--- src/rtl/alarm_time_setter.sv ---
// Button-driven editor for the watch time preset and the alarm time.
// Four buttons are synchronized and edge-detected. A small FSM then walks the
// digits HD/HO/MD/MO of a working copy. On commit the working copy is written
// to the time preset (with a time_load pulse) or to the alarm digits.

// Per-button conditioner: SYNC_STAGES-flop synchronizer plus rising-edge detect.
module alarm_btn_sync #(
  parameter int SYNC_STAGES = 2
) (
  input  logic clk,
  input  logic rstn,
  input  logic btn,
  output logic press
);
  logic [SYNC_STAGES-1:0] sync_q;
  logic                   prev_q;

  // Shift the raw level in and remember the last synchronized level.
  always_ff @(posedge clk or negedge rstn) begin
    if (!rstn) begin
      sync_q <= '0;
      prev_q <= 1'b0;
    end else begin
      sync_q <= {sync_q[SYNC_STAGES-2:0], btn};
      prev_q <= sync_q[SYNC_STAGES-1];
    end
  end

  assign press = sync_q[SYNC_STAGES-1] & ~prev_q;
endmodule

module alarm_time_setter #(
  parameter int SYNC_STAGES = 2,
  parameter int TIMEOUT_CYC = 500_000_000,
  parameter int TO_W        = 32
) (
  input  logic        clk,
  input  logic        rstn,
  input  logic        btn_mode,
  input  logic        btn_next,
  input  logic        btn_inc,
  input  logic        btn_alarm,
  input  logic        sel_alarm,
  output logic [3:0]  hourdec_init,
  output logic [3:0]  hourone_init,
  output logic [3:0]  mindec_init,
  output logic [3:0]  minone_init,
  output logic        time_load,
  output logic [3:0]  hourdec_bud,
  output logic [3:0]  hourone_bud,
  output logic [3:0]  mindec_bud,
  output logic [3:0]  minone_bud,
  output logic        bud_en,
  output logic        edit_active,
  output logic [3:0]  edit_digit,
  output logic [15:0] edit_val
);
  localparam int NUM_BTN = 4;

  localparam logic [2:0] S_IDLE = 3'd0;
  localparam logic [2:0] S_HD   = 3'd1;
  localparam logic [2:0] S_HO   = 3'd2;
  localparam logic [2:0] S_MD   = 3'd3;
  localparam logic [2:0] S_MO   = 3'd4;

  // Digit sets are packed as [3]=HD, [2]=HO, [1]=MD, [0]=MO.
  logic [3:0][3:0]     tim_q, alm_q, wc_q, wc_inc;
  logic [2:0]          state_q;
  logic                tgt_alarm_q;
  logic [TO_W-1:0]     to_cnt;
  logic                to_hit, in_edit;

  logic [NUM_BTN-1:0]  btn_raw, press;
  logic                p_mode, p_next, p_inc, p_alarm;

  assign btn_raw = {btn_alarm, btn_inc, btn_next, btn_mode};

  alarm_btn_sync #(.SYNC_STAGES(SYNC_STAGES)) u_sync [NUM_BTN-1:0] (
    .clk   (clk),
    .rstn  (rstn),
    .btn   (btn_raw),
    .press (press)
  );

  // One press per cycle: mode beats next beats inc; alarm only matters in IDLE.
  assign p_mode  = press[0];
  assign p_next  = press[1] & ~press[0];
  assign p_inc   = press[2] & ~press[1] & ~press[0];
  assign p_alarm = press[3] & ~press[0];

  assign in_edit = (state_q >= S_HD) && (state_q <= S_MO);
  assign to_hit  = (to_cnt == TO_W'(TIMEOUT_CYC - 1));

  // Increment of the selected digit with wrap; raising HD to 2 clamps HO to 3.
  always_comb begin
    wc_inc = wc_q;
    case (state_q)
      S_HD: begin
        wc_inc[3] = (wc_q[3] >= 4'd2) ? 4'd0 : wc_q[3] + 4'd1;
        if (wc_inc[3] == 4'd2 && wc_q[2] > 4'd3) wc_inc[2] = 4'd3;
      end
      S_HO: begin
        if (wc_q[3] == 4'd2) wc_inc[2] = (wc_q[2] >= 4'd3) ? 4'd0 : wc_q[2] + 4'd1;
        else                 wc_inc[2] = (wc_q[2] >= 4'd9) ? 4'd0 : wc_q[2] + 4'd1;
      end
      S_MD: wc_inc[1] = (wc_q[1] >= 4'd5) ? 4'd0 : wc_q[1] + 4'd1;
      S_MO: wc_inc[0] = (wc_q[0] >= 4'd9) ? 4'd0 : wc_q[0] + 4'd1;
      default: ;
    endcase
  end

  // Edit FSM, working copy and idle timeout.
  always_ff @(posedge clk or negedge rstn) begin
    if (!rstn) begin
      state_q     <= S_IDLE;
      tgt_alarm_q <= 1'b0;
      wc_q        <= '0;
      to_cnt      <= '0;
    end else begin
      case (state_q)
        S_IDLE: begin
          if (p_mode) begin
            state_q     <= S_HD;
            tgt_alarm_q <= sel_alarm;
            wc_q        <= sel_alarm ? alm_q : tim_q;
            to_cnt      <= '0;
          end
        end
        S_HD, S_HO, S_MD, S_MO: begin
          if (p_mode) begin
            state_q <= S_IDLE;
          end else if (p_next) begin
            state_q <= (state_q == S_MO) ? S_HD : state_q + 3'd1;
            to_cnt  <= '0;
          end else if (p_inc) begin
            wc_q   <= wc_inc;
            to_cnt <= '0;
          end else if (to_hit) begin
            state_q <= S_IDLE;
          end else begin
            to_cnt <= to_cnt + TO_W'(1);
          end
        end
        default: state_q <= S_IDLE;
      endcase
    end
  end

  // Committed digit sets, the time_load pulse and the alarm enable.
  always_ff @(posedge clk or negedge rstn) begin
    if (!rstn) begin
      tim_q     <= '0;
      alm_q     <= '0;
      time_load <= 1'b0;
      bud_en    <= 1'b0;
    end else begin
      time_load <= 1'b0;
      if (in_edit && p_mode) begin
        if (tgt_alarm_q) begin
          alm_q <= wc_q;
        end else begin
          tim_q     <= wc_q;
          time_load <= 1'b1;
        end
      end
      if (state_q == S_IDLE && p_alarm) bud_en <= ~bud_en;
    end
  end

  // One-hot digit indicator for the display.
  always_comb begin
    case (state_q)
      S_HD:    edit_digit = 4'b1000;
      S_HO:    edit_digit = 4'b0100;
      S_MD:    edit_digit = 4'b0010;
      S_MO:    edit_digit = 4'b0001;
      default: edit_digit = 4'b0000;
    endcase
  end

  assign edit_active = in_edit;
  assign edit_val    = wc_q;
  assign {hourdec_init, hourone_init, mindec_init, minone_init} = tim_q;
  assign {hourdec_bud,  hourone_bud,  mindec_bud,  minone_bud}  = alm_q;
endmodule

--- config.mk ---
export PLATFORM = sky130hd
export DESIGN_NAME = alarm_time_setter
export DESIGN_NICKNAME = d
export VERILOG_FILES = /design/src/rtl/alarm_time_setter.sv
export SDC_FILE = /design/constraint.sdc
export NUM_CORES = 1
export LEC_CHECK = 0
export ABC_AREA = 1
export CORE_MARGIN = 2
export CORE_UTILIZATION = 45
export CTS_CLUSTER_DIAMETER = 150
export DETAILED_ROUTE_END_ITERATION = 8
export GPL_ROUTABILITY_DRIVEN = 0
export PLACE_DENSITY = 0.71
export SETUP_SLACK_MARGIN = 0.15
export SLEW_MARGIN = 20
export SYNTH_ARGS = -nofsm -noshare
export SYNTH_HDL_FRONTEND = slang
export SYNTH_SLANG_ARGS = --single-unit
export TNS_END_PERCENT = 10
--- constraint.sdc ---
create_clock -name clk -period 2.5 [get_ports clk]
set_input_delay 0.5 -clock clk [delete_from_list [all_inputs] [get_ports clk]]
set_output_delay 0.5 -clock clk [all_outputs]
set_load 0.02 [all_outputs]
# After elaboration in Yosys (flattened, before gate mapping)
# Cells that the tools add are included.
[word_totals]
in_bits = 7
regBits = 98
[op_classes]
mux = 33
reduce_logical = 16
addsub = 6
n_lt_le_gt_ge = 8
bitwise = 16
eq_ne = 19
[ops]
columns = ["op", "count"]
rows = [
  ["32-bit 2-to-1 mux", 5],
  ["16-bit 2-to-1 mux", 5],
  ["32-bit one-hot mux with 2 select lines", 1],
  ["4-bit 2-to-1 mux", 10],
  ["32-bit by 1-bit adder with 32-bit output, second input constant", 1],
  ["32-bit by 29-bit equality test with 1-bit output, second input constant", 1],
  ["16-bit one-hot mux with 2 select lines", 1],
  ["3-bit 2-to-1 mux", 6],
  ["6-bit AND reduction", 3],
  ["4-bit by 1-bit adder with 4-bit output, second input constant", 4],
  ["4-bit one-hot mux with 4 select lines", 1],
  ["2-bit inequality test, second input constant", 7],
  ["4-bit inequality test, second input constant", 3],
  ["1-bit AND", 8],
  ["4-bit by 2-bit equality test with 1-bit output, second input constant", 2],
  ["4-bit by 2-bit greater-or-equal comparator with 1-bit output, second input constant", 2],
  ["4-bit greater-or-equal comparator, second input constant", 2],
  ["1-bit NOT", 8],
  ["4-bit one-hot mux with 2 select lines", 1],
  ["7-bit AND reduction", 1],
  ["3-bit by 2-bit equality test with 1-bit output, second input constant", 2],
  ["3-bit inequality test, second input constant", 2],
  ["3-bit one-hot mux with 2 select lines", 1],
  ["2-bit AND reduction", 3],
  ["other kinds (14)", 18],
]

# Logic depth before layout (Yosys ltp)
# Gate-level depths: netlist of run 1.
[logic_depth]
word_depth = 10
depth_mapped = 12
depth_no_buf = 12

# Hierarchy
# From an unflattened synthesis of run 1, not the netlist that was laid out.
[unflattened]
cells_unflattened = 833
area_unflattened_um2 = 5849.4
[modules_own_cells]
columns = ["module", "cells_each", "area_each_um2", "n_inst", "seq_area_each_um2"]
rows = [
  ["alarm_time_setter", 813, 5509.0, 1, 2152.1],
  ["alarm_btn_sync", 5, 85.1, 4, 75.1],
]

# Worst setup path before layout of run 1
# Ideal clock, no wire load.
[synth_path]
kind = "flip-flop to flip-flop"
from = "reg state_q[0]"
to = "reg alm_q, in the netlist mindec_bud[1]"
arrival_ns = 1.905
n_path_buf = 1
setup_ns = 0.119
stages_incl_launch_ff = 10
required_ns = 2.381
setup_slack_ns = 0.477
period_less_slack_ns = 2.023
path_cell_list = "dfrtp_1 > inv_1 > ha_1 > nor2_1 > a41oi_2 > nand2_1 > nor2_4 > buf_2 > nand2_1 > o21a_1"
[synth_between]
elab_chain_cells = 4
elab_cells_between_ends = 5
classes_between = "order compare: 2; reduce/logical: 3"
[synth_rtl]
columns = ["element", "line", "source"]
rows = [
  ["from (decl)", "68", "logic [2:0] state_q;"],
  ["from (signal assigned)", "133", "state_q <= (state_q == S_MO) ? S_HD : state_q + 3'd1;"],
  ["3-bit by 1-bit greater-or-equal comparator with 1-bit output or 3-bit <= comparator (tied branches)", "91", "assign in_edit = (state_q >= S_HD) && (state_q <= S_MO);"],
  ["1-bit logical AND (*)", "91", ""],
  ["via edit_active", "54", "output logic edit_active,"],
  ["1-bit logical AND (*)", "158", "if (in_edit && p_mode) begin"],
  ["2-bit AND reduction (no line) (*)", "-", ""],
  ["to (signal assigned)", "160", "alm_q <= wc_q;"],
  ["to (decl)", "67", "logic [3:0][3:0] tim_q, alm_q, wc_q, wc_inc;"],
]
# The timed path passes the listed nets; every way through them passes the cells marked *.
# A chain may end at the register's enable or synchronous reset.

# Worst setup path in the final report of run 1
[layout_path]
from = "reg state_q[1]"
to = "out edit_digit[1]"
[layout_between]
elab_chain_cells = 2
elab_cells_between_ends = 5
classes_between = "eq/ne: 4; mux: 1"
[layout_rtl]
columns = ["element", "line", "source"]
rows = [
  ["3-bit equality test, or another cell as far along", "172", "case (state_q)"],
  ["4-bit one-hot mux with 4 select lines (*)", "172", ""],
  ["to (decl)", "55", "output logic [3:0] edit_digit,"],
]
# Mark *: on every way between the ends. The rest lies on a longest branch, timed or not.

==> reports/results.tsv, run 1 <==
stage	metric	value	unit
outcome	status	finished clean	
global_routing	largest net degree at the start of global routing	42	
floorplan	num ports	62	
cells_and_area	number of diodes	0	
power_and_ir_drop	Overall Power	7190	uW
clock_tree	H-tree depth	3	
yosys	Yosys top cell area share	0.418	
floorplan	initial core utilization	0.463	
global_routing	initial antenna violation count	0	
timing	Setup Skew	0.00896	ns
clock_tree	CTS root buf	clkbuf_16	
worst_setup_path	crit-path max FO	4	
power_and_ir_drop	maximum vdd drop	711	uV
drt	Total Wirelength	15200	um
yosys	Yosys Warn Count	0	
global_routing	first-pass GRT wire length	26000	um
timing	Slew Limit Fails	0	
drt	WL/cell	14.0	um
flow_run	max cap viols	0	
cells_and_area	Final Util	0.555	
clock_tree	Max clock buf depth	2	
timing	min Tclk post-route	2.25	ns
cells_and_area	layout cells sized above 1	0.0604	
clock_tree	CTS Hold Bufs	0	
floorplan	Core Area	12700	sq um
timing	final setup fails	0	
drt	DR vias/cell	5.10	
yosys	post-synthesis instance area	5860	sq um
global_routing	total track usage	0.229	
hold_path	Hold Path Class	primary input to async pin	
power_and_ir_drop	leak pwr	0.00321	uW
clock_tree	TritonCTS buffer count	9	
yosys	Gate Count Post-Synth	840	
timing	Slew headroom	0.678	
floorplan	Die ar.	14000	sq um
drt	routed via count	5524	
yosys	syn_nets	865	
floorplan	FP Rows	41	
floorplan	Die Span Y	118	um
timing	Fmax achieved	445	MHz
timing	RSZ-0062 raised after global routing	yes	
worst_setup_path	crit path DAT	1.75	ns
clock_tree	clk_lat worst skew	0.36	ns
yosys	top cell type by total area after synthesis	dfrtp_1	
cells_and_area	NumNets Final	931	
drt	drt initial violations	452	
worst_setup_path	Worst R2R Setup Slack	0.28	ns
yosys	sequential fraction of the synthesis area	0.418	
power_and_ir_drop	Pwr per Cell Area	1020	nW/um^2
yosys	Mean Syn Cell Area	6.98	sq um
place	Placed Area	6740	sq um
cells_and_area	area grow syn2layout	20.0	%
clock_tree	CTS tree	yes	
worst_setup_path	Req. time, crit path	2.00	ns
global_routing	total gr overflow	0	
yosys	#FFs+latches synth	98	
worst_setup_path	Startpoint Class	register	
worst_setup_path	CP Capture Type	output port	
floorplan	Horiz. Die Dim	118	um
timing	Tcrit/Tclk final	0.898	
place	Port Buffer Count	61	
drt	Residual DRC	0	
timing	Hold Vio Cnt, Final	0	
place	DP HPWL	10900	um
drt	post-route ant nets	0	
timing	Least-Margin Pin Slew	0.483	ns
yosys	Synth cell types	34	
worst_setup_path	crit path kind	register to output port	
cells_and_area	Final Instance Area	7030	sq um
global_routing	vias in the first global route	5223	
clock_tree	Sink Count	98	
yosys	top area cells in the synthesized netlist	dfrtp_1 42%, nand2_1 19%, nand3_1 6.6%	
cells_and_area	Filler Cells Inserted	1224	
drt	DRT Pass-1 Iters	5	
clock_tree	register clock-pin slew on the reported worst setup and hold paths	0.07	ns
timing	setup TNS	0	ns
==> per-stage QoR <==
step,std cells,worst slack [ns],hold WS [ns]
finish,1083,0.255,0.0900
global route,1083,0.0972,0.132
CTS,1082,0.0622,0.106
detailed placement,1066,0.142,0.336
global placement,1066,0.169,0.334
floorplan,840,0.477,0.204
==> area by class of cell <==
type / instances / area [sq um] / area share
multi-input combinational: 630 / 2970 / 0.422
clock inverter: 7 / 58.8 / 0.00836
timing repair buffer: 82 / 796 / 0.113
inverter: 85 / 319 / 0.0454
sequential: 98 / 2450 / 0.349
tap: 172 / 215 / 0.0306
clock buffer: 9 / 225 / 0.0320
==> cells in the final DEF (no fill, tap or decap), types with 2 or more instances in the layout <==
cell             count
nor2_1              98
nor2_4               3
nor3_1              16
xor2_1               5
a21oi_1              8
nand3_1             77
inv_8                2
inv_6                2
o21a_1              10
inv_1               82
clkbuf_16            9
nand4_1             10
buf_4               19
clkinv_2             2
dlygate4sd2_1        3
o21ai_0             67
dfrtp_1             98
a22oi_1              5
o21bai_1             5
clkdlybuf4s50_1     55
ha_1                17
o211ai_1             3
inv_2                3
buf_12               3
nand2_1            291
nor2_2               2
==> synth_stat cells <==
cell type and instances:
nand3_1 77, nand2_1 291, a21oi_4 1, buf_6 2, o22ai_1 1, o21ai_2 1, xor2_1 5, o21ai_0 67
buf_4 2, a22oi_1 5, a21oi_1 8, a31oi_1 1, nor3_1 16, a41oi_2 1, inv_1 83, dfrtp_1 98
o31ai_1 1, nand2_2 1, inv_2 2, o21ai_1 1, o21bai_1 5, ha_1 18, nor2_1 99, nand3_2 1
nand3b_1 1, xnor2_1 1, o211ai_1 3, nor2_2 1, o21a_1 10, buf_2 10, nand4_1 10, or2_2 1
clkbuf_1 13, nor2_4 3
==> repair_timing <==
action | CTS | global route
gates cloned | 0 | 0
endpoints found under the setup margin | 30 | 43
gates resized for setup | 10 | 3
pin swaps | 1 | 1
setup buffers | 0 | 1
==> path summary, 6_finish.rpt <==
path / to / cells after the start / from
min in group clk: u_sync[1].sync_q[1] / 0 / u_sync[1].sync_q[0]
min: to_cnt[21] / 1 / rstn
max reg2reg: edit_val[7] / 11 / state_q[1]
max: edit_digit[1] / 6 / state_q[1]
min reg2reg: u_sync[1].sync_q[1] / 0 / u_sync[1].sync_q[0]
max in group asynchronous: mindec_init[1] / 2 / rstn
==> state kept, by name, summed over array words and instances, names as in the netlist <==
| register | count |
|---|---|
| u_sync.sync_q | 8 |
| tgt_alarm_q | 1 |
| bud_en | 1 |
| minone_init | 4 |
| mindec_bud | 4 |
| to_cnt | 32 |
| mindec_init | 4 |
| hourone_bud | 4 |
| edit_val | 16 |
| time_load | 1 |
| hourdec_init | 4 |
| hourdec_bud | 4 |
| u_sync.prev_q | 4 |
| state_q | 3 |
| minone_bud | 4 |
| hourone_init | 4 |
==> worst max-delay path, stage by stage, from the launching register on <==
cell,delay [ns]
dfrtp_1,0.41
inv_1,0.14
ha_2,0.23
nor2_1,0.08
o21bai_1,0.17
a21oi_1,0.17
buf_2,0.19
==> report_power, final <==
| part | leakage [uW] | total, uW | internal, uW | switching [uW] |
|---|---|---|---|---|
| clock network | 0.000144 | 1380 | 695 | 681 |
| logic | 0.00179 | 3440 | 1370 | 2070 |
| registers | 0.00128 | 2380 | 1970 | 402 |
==> routing by layer <==
layer | global-route usage | vias up | share of wire
li1 | - | 2823 | -
met2 | 0.362 | 141 | 0.46
met3 | 0.0323 | 19 | 0.056
met5 | 0 | - | 0
met1 | 0.323 | 2541 | 0.47
met4 | 0.0791 | 0 | 0.016
==> cell families (layout without fill, tap and decap cells) <==
logic type,count (synthesis),count (layout),share of synthesized area
AND/OR/NAND/NOR,501,501,0.352
buffers and inverters,112,183,0.0777
AO/OA/AOI/OAI,105,105,0.105
flip-flops,98,98,0.418
adder cells (fa/ha/maj),18,18,0.0384
XOR/XNOR,6,6,0.00896
Power figures use the tool's default switching activity.
==> run 2, diff against run 1 <==
Settings changed: CORE_UTILIZATION 45 to 55, PLACE_DENSITY 0.71 to 0.83.
Clock period 2.5 ns to 2.2 ns, I/O delays scaled along.
==> reports/results.tsv, run 2 (same netlist as run 1, synthesis figures left out) <==
stage	metric	value	unit	change
outcome	status	finished clean		
worst_setup_path	crit-path max FO	4		unchanged
worst_setup_path	CP Capture Type	output port		
hold_path	Hold Path Class	register to register		
worst_setup_path	crit path from	state_q[1]		
floorplan	Die ar.	11500	sq um	-18%
floorplan	Core Area	10300	sq um	-19%
cells_and_area	most common cell after layout, fill and taps aside	nand2_1		
worst_setup_path	crit-path cells	inv_2 -> ha_4 -> nor2_2 -> o21bai_4 -> a21oi_2 -> buf_4		
drt	WL/cell	14.6	um	+4.1%
worst_setup_path	crit-path max cell delay	0.44	ns	+0.03 ns
global_routing	total track usage	0.277		+0.0483
power_and_ir_drop	Pwr per Cell Area	1140	nW/um^2	+12%
drt	DRT Pass-1 Iters	5		unchanged
drt	wl on met1	6470	um	-9.3%
place	Port Buffer Count	61		unchanged
floorplan	initial core utilization	0.568		+0.105
power_and_ir_drop	Switch Pwr	3630	uW	+15%
power_and_ir_drop	combinational power share	0.520		+0.042
drt	Total Wirelength	15500	um	+1.8%
drt	DR vias/cell	5.41		+6.1%
clock_tree	Max clock buf depth	2		unchanged
worst_setup_path	slowest CP cell	dfrtp_1		
worst_setup_path	crit path DAT	1.65	ns	-0.10 ns
clock_tree	clk_lat worst skew	0.40	ns	+0.04 ns
cells_and_area	Top reg by flops	to_cnt		
timing	Least-Margin Pin Slew	0.375	ns	-0.108 ns
global_routing	initial antenna violation count	0		unchanged
drt	routed via count	5731		+3.7%
floorplan	num ports	62		unchanged
timing	RSZ-0062 raised after global routing	yes		
clock_tree	H-tree depth	3		unchanged
power_and_ir_drop	Reg power frac	0.334		+0.004
timing	Slew Limit Fails	0		unchanged
power_and_ir_drop	Clk pwr share	0.146		-0.045
clock_tree	register clock-pin slew on the reported worst setup and hold paths	0.09	ns	+0.02 ns
cells_and_area	Sequential Area	2450	sq um	unchanged
drt	Highest Signal Layer	met4		
clock_tree	TritonCTS buffer count	9		unchanged
drt	Residual DRC	0		unchanged
power_and_ir_drop	leak pwr	0.00324	uW	+0.89%
timing	Slew headroom	0.750		+0.0720
global_routing	total gr overflow	0		unchanged
drt	met2 WL	7650	um	+10%
timing	final setup fails	0		unchanged
timing	min Tclk post-route	2.09	ns	
clock_tree	Sink Count	98		unchanged
timing	Hold Vio Cnt, Final	0		unchanged
power_and_ir_drop	Int Power	4490	uW	+11%
timing	hold_ws	0.354	ns	+0.264 ns
cells_and_area	Multi-input gate area	3060	sq um	+3.2%
drt	post-route ant nets	0		unchanged
cells_and_area	Filler Cells Inserted	858		-30%
worst_setup_path	Req. time, crit path	1.76	ns	-0.24 ns
power_and_ir_drop	Overall Power	8120	uW	+13%
floorplan	Die Span Y	107	um	-9.2%
power_and_ir_drop	Sw Share	0.447		+0.00834
worst_setup_path	Startpoint Class	register		
cells_and_area	layout cells sized above 1	0.0964		+0.0361
global_routing	vias in the first global route	5376		+2.9%
flow_run	max cap viols	0		unchanged
cells_and_area	area grow syn2layout	21.4	%	
floorplan	FP Rows	37		-9.8%
cells_and_area	NumNets Final	943		+1.3%
floorplan	Horiz. Die Dim	107	um	-9.2%
drt	drt initial violations	550		+22%
timing	setup TNS	0	ns	unchanged
timing	Fmax achieved	480	MHz	
timing	Tcrit/Tclk final	0.948		
drt	met3 routed WL	1020	um	+19%
timing	Setup Skew	0.0160	ns	+0.00707 ns
global_routing	first-pass GRT wire length	25100	um	-3.4%
global_routing	largest net degree at the start of global routing	43		+2.4%
power_and_ir_drop	maximum vdd drop	1060	uV	+50%
clock_tree	CTS root buf	clkbuf_8		
clock_tree	CTS tree	yes		
cells_and_area	number of diodes	0		unchanged
worst_setup_path	r2r startpoint	state_q[0]		
place	DP HPWL	10900	um	+0.29%
cells_and_area	most frequent cells in the layout	288 x nand2_1, 98 x dfrtp_1, 95 x nor2_1		
cells_and_area	max reg flops	32		unchanged
worst_setup_path	crit path kind	register to output port		
hold_path	Hold Path Origin	u_sync[1].sync_q[0]		
[run 2: cell count changes in the layout (fill, tap and decap cells not counted), sizes merged]
cell,previous run,this run
inv,89,86
dlygate4sd3,0,1
clkbuf,9,12
buf,23,37
dlygate4sd2,3,0
[run 2: metal layers]
metal / vias up / global-route usage
met5: - / 0
met4: 0 / 0.0965
met3: 34 / 0.0602
met2: 191 / 0.452
met1: 2654 / 0.367
li1: 2852 / -
[run 2: worst paths after layout]
check | end | slack, ns | cells after the start
worst max-delay path | edit_digit[1] | 0.11 | 6
worst min-delay path | u_sync[1].sync_q[1] | 0.35 | 0
worst max register to register | edit_val[4] | 0.17 | 11
worst min register to register | u_sync[1].sync_q[1] | 0.35 | 0
max in group asynchronous | to_cnt[28] | 1.15 | 3
min in group asynchronous | bud_en | 0.48 | 2
[run 2: layout make-up]
class | count | share of cell area
multi-input combinational | 630 | 0.430
sequential | 98 | 0.345
timing repair buffer | 94 | 0.128
inverter | 85 | 0.0448
tap | 136 | 0.0239
clock buffer | 12 | 0.0232
clock inverter | 4 | 0.00475
[run 2: per-stage QoR]
step                      instances  instance area [sq um]  setup slack [ns]   util
after floorplan                 840                   5860             0.177      -
after global placement         1038                   6780             0.143  0.657
after detailed placement       1038                   6780            0.0485  0.657
after CTS                      1056                   7020            0.0928  0.680
after global routing           1059                   7120            0.0373  0.689
final                          1059                   7120             0.115  0.689
[run 2: worst max-delay path, delay by kind of cell (launching register included)]
family,cells,cell delay [ns]
AO/OA/AOI/OAI,2,0.32
adder cells (fa/ha/maj),1,0.15
buffers and inverters,2,0.29
flip-flops,1,0.44
AND/OR/NAND/NOR,1,0.05
[run 2: repair_timing]
item,4_1_cts,5_1_grt
gates cloned,0,0
hold buffers,1,0
pin swaps,3,8
buffers inserted,1,3
setup endpoints to repair,47,87
resized for setup,32,18
hold endpoints to repair,21,0
[run 2: power groups by stage]
stage | Sequential [uW] | Combinational, uW | Clock (uW)
4_1_cts | 2700 | 4110 | 1210
6_report | 2710 | 4230 | 1190
5_1_grt | 2770 | 4570 | 1270
3_5_place_dp | 2720 | 4010 | 0
3_3_place_gp | 2720 | 3920 | 0
2_1_floorplan | 3100 | 1920 | 0
